$ cat src/rtl/sr_ff_cmd_arbiter_if.sv
// Requester-side bundle of the SR-flop command arbiter: requests, ops, grant and completion status.
interface sr_ff_cmd_arbiter_if #(
  parameter int unsigned NUM_REQ = 4
);
  logic [NUM_REQ-1:0] req;
  logic [NUM_REQ-1:0] op_set;
  logic [NUM_REQ-1:0] gnt;
  logic               ack;
  logic               err;
  logic               busy;

  modport master (output req, output op_set, input gnt, input ack, input err, input busy);
  modport slave  (input req, input op_set, output gnt, output ack, output err, output busy);
endinterface

$ cat src/rtl/sr_ff_cmd_arbiter.sv
// Round-robin arbiter sequencing set/clear commands from NUM_REQ requesters onto one SR flop.
// Optional SR_FF_CMD_ARBITER_SKIP_REDUNDANT_EN: skip the s/r pulse when Q already holds the requested value.
module sr_ff_cmd_arbiter #(
  parameter int unsigned NUM_REQ  = 4,
  parameter int unsigned HOLD_CYC = 2
) (
  input  logic                clk,
  input  logic                reset,
  sr_ff_cmd_arbiter_if.slave  bus,
  output logic                s,
  output logic                r,
  input  logic                q_in
);
  localparam int unsigned PTR_W = (NUM_REQ > 1) ? $clog2(NUM_REQ) : 1;
  localparam int unsigned CNT_W = 4;

  typedef enum logic [1:0] {IDLE, DRIVE, CHECK} state_t;

  state_t             r_state;
  logic [PTR_W-1:0]   r_ptr;
  logic [PTR_W-1:0]   r_win;
  logic [CNT_W-1:0]   r_cnt;
  logic               r_op;
  logic               r_skip;
  logic [NUM_REQ-1:0] r_gnt;
  logic               r_ack;
  logic               r_err;
  logic               r_s;
  logic               r_r;
  logic               r_busy;

  logic [PTR_W-1:0]   w_win;
  logic               w_found;

  // First active request scanning upward from the round-robin pointer, with wrap.
  always_comb begin
    w_found = 1'b0;
    w_win   = r_ptr;
    for (int unsigned i = 0; i < NUM_REQ; i++) begin
      if (!w_found && bus.req[PTR_W'((32'(r_ptr) + i) % NUM_REQ)]) begin
        w_found = 1'b1;
        w_win   = PTR_W'((32'(r_ptr) + i) % NUM_REQ);
      end
    end
  end

  always_ff @(posedge clk) begin
    if (reset) begin
      r_state <= IDLE;
      r_ptr   <= '0;
      r_win   <= '0;
      r_cnt   <= '0;
      r_op    <= 1'b0;
      r_skip  <= 1'b0;
      r_gnt   <= '0;
      r_ack   <= 1'b0;
      r_err   <= 1'b0;
      r_s     <= 1'b0;
      r_r     <= 1'b0;
      r_busy  <= 1'b0;
    end else begin
      case (r_state)
        IDLE: begin
          r_ack <= 1'b0;
          r_err <= 1'b0;
          r_s   <= 1'b0;
          r_r   <= 1'b0;
          if (w_found) begin
            r_win   <= w_win;
            r_op    <= bus.op_set[w_win];
            r_gnt   <= NUM_REQ'(1) << w_win;
            r_busy  <= 1'b1;
            r_cnt   <= '0;
            r_state <= DRIVE;
`ifdef SR_FF_CMD_ARBITER_SKIP_REDUNDANT_EN
            if (bus.op_set[w_win] == q_in) begin
              r_skip <= 1'b1;
            end else begin
              r_skip <= 1'b0;
              r_s    <= bus.op_set[w_win];
              r_r    <= ~bus.op_set[w_win];
            end
`else
            r_skip <= 1'b0;
            r_s    <= bus.op_set[w_win];
            r_r    <= ~bus.op_set[w_win];
`endif
          end else begin
            r_gnt  <= '0;
            r_busy <= 1'b0;
          end
        end
        // Hold s/r for HOLD_CYC cycles; ack/err register on the edge entering CHECK.
        DRIVE: begin
          if (r_skip || (r_cnt == CNT_W'(HOLD_CYC - 1))) begin
            r_s     <= 1'b0;
            r_r     <= 1'b0;
            r_ack   <= 1'b1;
            r_err   <= (q_in != r_op);
            r_skip  <= 1'b0;
            r_state <= CHECK;
          end else begin
            r_cnt <= r_cnt + CNT_W'(1);
          end
        end
        CHECK: begin
          r_ack   <= 1'b0;
          r_err   <= 1'b0;
          r_gnt   <= '0;
          r_busy  <= 1'b0;
          r_ptr   <= ((32'(r_win) + 32'd1) == NUM_REQ) ? '0 : r_win + PTR_W'(1);
          r_state <= IDLE;
        end
        default: r_state <= IDLE;
      endcase
    end
  end

  assign bus.gnt  = r_gnt;
  assign bus.ack  = r_ack;
  assign bus.err  = r_err;
  assign bus.busy = r_busy;
  assign s        = r_s;
  assign r        = r_r;
endmodule

$ cat src/flat_wrapper.sv
// flat-port wrapper written by rule: the top's interface ports become plain ports
module sr_ff_cmd_arbiter_flat 
#(
  parameter int unsigned NUM_REQ  = 4,
  parameter int unsigned HOLD_CYC = 2
)
  (clk, reset, s, r, q_in, bus_req, bus_op_set, bus_gnt, bus_ack, bus_err, bus_busy);
  sr_ff_cmd_arbiter_if #(.NUM_REQ(NUM_REQ)) bus_i ();
  input  logic clk;
  input  logic reset;
  output logic s;
  output logic r;
  input  logic q_in;
  input wire logic [$bits(bus_i.req)-1:0] bus_req;
  input wire logic [$bits(bus_i.op_set)-1:0] bus_op_set;
  output wire logic [$bits(bus_i.gnt)-1:0] bus_gnt;
  output wire logic [$bits(bus_i.ack)-1:0] bus_ack;
  output wire logic [$bits(bus_i.err)-1:0] bus_err;
  output wire logic [$bits(bus_i.busy)-1:0] bus_busy;
  assign bus_i.req = bus_req;
  assign bus_i.op_set = bus_op_set;
  assign bus_gnt = bus_i.gnt;
  assign bus_ack = bus_i.ack;
  assign bus_err = bus_i.err;
  assign bus_busy = bus_i.busy;
  sr_ff_cmd_arbiter #(.NUM_REQ(NUM_REQ), .HOLD_CYC(HOLD_CYC)) u_core (.clk(clk), .reset(reset), .bus(bus_i), .s(s), .r(r), .q_in(q_in));
endmodule
$ cat config.mk
export PLATFORM = sky130hd
export DESIGN_NAME = sr_ff_cmd_arbiter_flat
export DESIGN_NICKNAME = d
export VERILOG_FILES = /design/src/rtl/sr_ff_cmd_arbiter_if.sv /design/src/rtl/sr_ff_cmd_arbiter.sv /design/src/flat_wrapper.sv
export SDC_FILE = /design/constraint.sdc
export NUM_CORES = 1
export LEC_CHECK = 0
export ABC_AREA = 1
export BUFFER_PORTS_ARGS = -buffer_cell sky130_fd_sc_hd__buf_2
export CAP_MARGIN = 15
export CELL_PAD_IN_SITES_DETAIL_PLACEMENT = 0
export CELL_PAD_IN_SITES_GLOBAL_PLACEMENT = 1
export CORE_MARGIN = 3
export CORE_UTILIZATION = 41
export CTS_CLUSTER_DIAMETER = 60
export DETAILED_ROUTE_END_ITERATION = 10
export PLACE_DENSITY_LB_ADDON = 0.05
export SLEW_MARGIN = 20
export SYNTH_ARGS = -nofsm -noshare
export SYNTH_HDL_FRONTEND = slang
export SYNTH_SLANG_ARGS = --single-unit
$ cat constraint.sdc
create_clock -name clk -period 2.9 [get_ports clk]
set_input_delay 0.435 -clock clk [delete_from_list [all_inputs] [get_ports clk]]
set_output_delay 0.435 -clock clk [all_outputs]
set_load 0.05 [all_outputs]
==> out/summary.md <==
The area growth from synthesis to layout is 12.51%. Counting stages on the worst path, the most repeated cell is nand2_1. For the total routing resource utilization after global routing, the log shows 0.1637. The top cell type's share of synthesized area works out to 0.3203. Sorting the synthesized cells by area gives the leading types as dfxtp_1 32%, nand2_1 25%, nand3_1 8.0%, nor2_1 4.5%, inv_1 3.9%. In this run the tool buffered the top-level ports with 19 buffer cells. Row generation in the floorplan step produced 19 rows. The insertion delay to the later sink of the worst-skew pair came out at 310 ps.

The starting density of the core was 0.4418; the buffer count from post-CTS setup fixing was 0. In this run the deepest clock path goes through 2 buffers. Routability-driven placement finished with a final weighted congestion of 0.7643. Counting I/O delays and the setup requirement, the final critical path takes 2205 ps. After clock tree synthesis, the clock-pin slew on the worst setup and hold paths is 130 ps.

Summed over all layers, the routed wires come to 2647 um. The tools report the max-slew violation total from the final report as 0. TritonCTS built the clock tree. The tools report the post-synthesis instance area as 1250 um2. The tools report the count of hold-fix buffers inserted at cts as 0. The maximum level of the CTS H-tree is 1.

The normalized max-slew margin is 0.6931, and the number of global-route vias before repair is 1099. The tools report the clock root buffer as clkbuf_4. The mean area per synthesized cell came out at 6.281 um2. The logs give 2829 um2 for the standard cell core area and 0 for the total setup violations reported at the end of the flow. The finished cells cover 1406 um2. Synthesis produced a netlist with a net count of 213. In this run the worst path has a maximum fanout of 13. The floorplan step set the die width to 61.22 um. The share of cells above drive strength 1 came out at 0.1927. The synthesized design contains 20 register bits.

The detailed router finished its first iteration with 47 violations. The first detailed-routing pass ran for 4 iterations. The run gives 4712 um as the first-pass GRT wire length. The HPWL after detailed placement was 2111 um; the post-layout net count was 233. The worst register-to-register path has a depth of 11.

In this run the worst setup path begins at u_core.r_ptr[0]. The last element of the critical path is u_core.s. After routing, the total negative slack on setup checks comes to 0 ps. The capturing element type of the critical path is a register.

Worst reg-to-reg setup slack: 690 ps. The run gives 14 as the largest net degree at the start of global routing. Of all cell types, the one taking the most synthesized area is dfxtp_1. The number of buffer and inverter instances along the worst setup path was 1. STA puts the critical path data required time at 3120 ps.

The number of top-level pins was 20; the utilization of the core after routing was 0.4971. In this run, distinct cell masters in the synthesized netlist total 25. The count of nets left with antenna violations once routing finished came out at 0. The leftover overflow at the end of global routing is 0, and the final antenna diode count is 0. The tools report the leakage power as 0.7292 nW. The number of antenna violations at the first check in global routing is 0. The worst setup path is of the register to register kind. The run finished with clean final reports.

Across all layers, the routed design uses 1227 vias. Data arrives at the worst endpoint at 2430 ps. Using the TritonRoute via totals, the vias-per-cell ratio works out to 4.928. The slowest stage of the critical path is the dfxtp_1 cell. For this run, the slowest stage of the critical path takes 620 ps.

Setup repair after global routing left no endpoint under its margin. In this run the number of cells on the critical path is 11. The total of cells resized after clock tree synthesis is 0.

Max-cap violations in this run came to 0. The height of the die is 61.22 um. Part of the Yosys area used for sequential elements: 0.3203.

The tools report the achievable clock frequency as 453.5 MHz. The kind of start point of the critical path was a register. The area of the die was 3747 um2; the measured slew at the worst slew-check pin was 459.7 ps.

The share of the cycle needed by the critical path after routing is 0.7603. The tightest min-delay check is of the primary input to register type. For this run, design rule violations remaining after detail routing come to 0.

Kind of cell with the highest combined delay on the critical path: simple AND/OR/NAND/NOR gates. Counting the buffers created by CTS gives 3. The signal on the critical path passes through inv_2 > nand2_1 > nand2_2 > o21ai_2 > nand4_2 > nand2_1 > nand2_1 > nand2_1 > nand2_1 > nand3_1 > nand2_1.

In the synthesized netlist, the number of instances is 199. Number of clock sinks: 20. In the final routed layout, each cell accounts on average for 10.63 um.

The number of placed instances, taps included, is 245. For the yosys synthesis warning count, the log shows 0. The finished layout holds 249 standard cells, fillers aside. Summing all placed instances gives a cell area of 1354 um2.

The final hold violation count was 0. In this run the critical register-to-register path is captured at u_core.s. Startpoint of the lowest-slack register-to-register path: u_core.r_ptr[0]. Across the VDD grid, the largest voltage drop is 435.5 uV. The power per cell area came out at 537.8 nW/um2.

For the worst setup skew after layout, the log shows 13.99 ps.
per-stage QoR:
stage	hold slack, ps	total power [mW]	setup slack, ps
finish	409.4	0.7564	695.0
global route	401.0	0.8041	445.1
CTS	399.6	0.7634	688.6
detailed placement	446.7	0.5317	676.1
floorplan	430.2	0.4846	1265
global placement	434.1	0.5308	748.6
Yosys cell counts:
| cell | number |
|---|---|
| nand2_1 | 83 |
| dfxtp_1 | 20 |
| nand3_1 | 20 |
| nor2_1 | 15 |
| inv_1 | 13 |
| inv_2 | 6 |
| nand2_2 | 6 |
| o21ai_0 | 6 |
| a21oi_1 | 4 |
| ha_1 | 3 |
| nor3_1 | 3 |
| o21ai_1 | 3 |
| buf_4 | 2 |
| nand3b_1 | 2 |
| nor2_4 | 2 |
| xor2_1 | 2 |
| buf_6 | 1 |
| clkbuf_1 | 1 |
| clkinv_1 | 1 |
| nand3_2 | 1 |
| nand4_1 | 1 |
| nand4_2 | 1 |
| nor3b_2 | 1 |
| o21ai_2 | 1 |
| o21ai_4 | 1 |
layout by cell type, fill, tap and decap left out:
| cell | count |
|---|---|
| buf_2 | 19 |
| o21ai_1 | 3 |
| nand3_1 | 20 |
| nand4_2 | 1 |
| nand4_1 | 1 |
| nor2_1 | 15 |
| o21ai_0 | 6 |
| a21oi_1 | 4 |
| nor3_1 | 3 |
| nor2_4 | 2 |
| clkbuf_4 | 3 |
| o21ai_2 | 1 |
| dfxtp_1 | 20 |
| nand3_2 | 1 |
| inv_2 | 6 |
| ha_1 | 3 |
| nand2_2 | 6 |
| nand3b_1 | 2 |
| nand2_1 | 83 |
| inv_1 | 13 |
| nor3b_2 | 1 |
| bufinv_16 | 1 |
| xor2_1 | 2 |
| o21ai_4 | 1 |
| clkinv_1 | 1 |
worst min path at each step:
| stage | startpoint | endpoint | slack (ps) | cells after the start |
|---|---|---|---|---|
| 6_report | reset | u_core.bus.err | 410 | 2 |
| 2_1_floorplan | u_core.r_win[1] | u_core.r_win[1] | 430 | 2 |
| 5_1_grt | reset | u_core.bus.err | 400 | 2 |
| 3_3_place_gp | u_core.bus.ack | u_core.bus.ack | 430 | 2 |
| 4_1_cts | reset | u_core.bus.err | 400 | 2 |
| 3_5_place_dp | u_core.bus.busy | u_core.bus.busy | 450 | 2 |
cell type report:
type / instances / area [um2]
fill: 319 / 1423
multi-input combinational: 155 / 744.5
sequential: 20 / 400.4
timing repair buffer: 19 / 95.09
inverter: 20 / 75.07
tap: 31 / 38.79
clock inverter: 1 / 30.03
clock buffer: 3 / 22.52
power by group:
part | switching [mW] | total (mW) | internal (mW)
sequential | 0.0165 | 0.316 | 0.299
clock | 0.0916 | 0.231 | 0.140
combinational | 0.150 | 0.209 | 0.0596
total | 0.258 | 0.756 | 0.499
flip-flops by register name, indices dropped and copies added (netlist names):
signal and count:
u_core.bus.err 1, u_core.r_win 2, u_core.s 1, u_core.r_ptr 2
u_core.bus.busy 1, u_core.r_op 1, u_core.bus.ack 1, u_core.r_cnt 4
u_core.bus.gnt 4, u_core.r 1, u_core.r_state 2
cells by family after synthesis:
logic type,count (synthesis),synth area share
buffers and inverters,24,0.08408
xor gates and xnor gates,2,0.01402
adders and majority gates,3,0.03003
AOI/OAI and AO/OA,15,0.07207
and+or+nand+nor,135,0.4795
DFF,20,0.3203
layer usage:
metal,vias to the layer above,part of all wire,track usage
li1,666,-,-
met1,536,0.51,0.2193
met2,25,0.43,0.2659
met3,0,0.055,0.04612
met4,0,0,0.02786
met5,-,0,0
No activity file was read; power rests on OpenSTA's default activity.
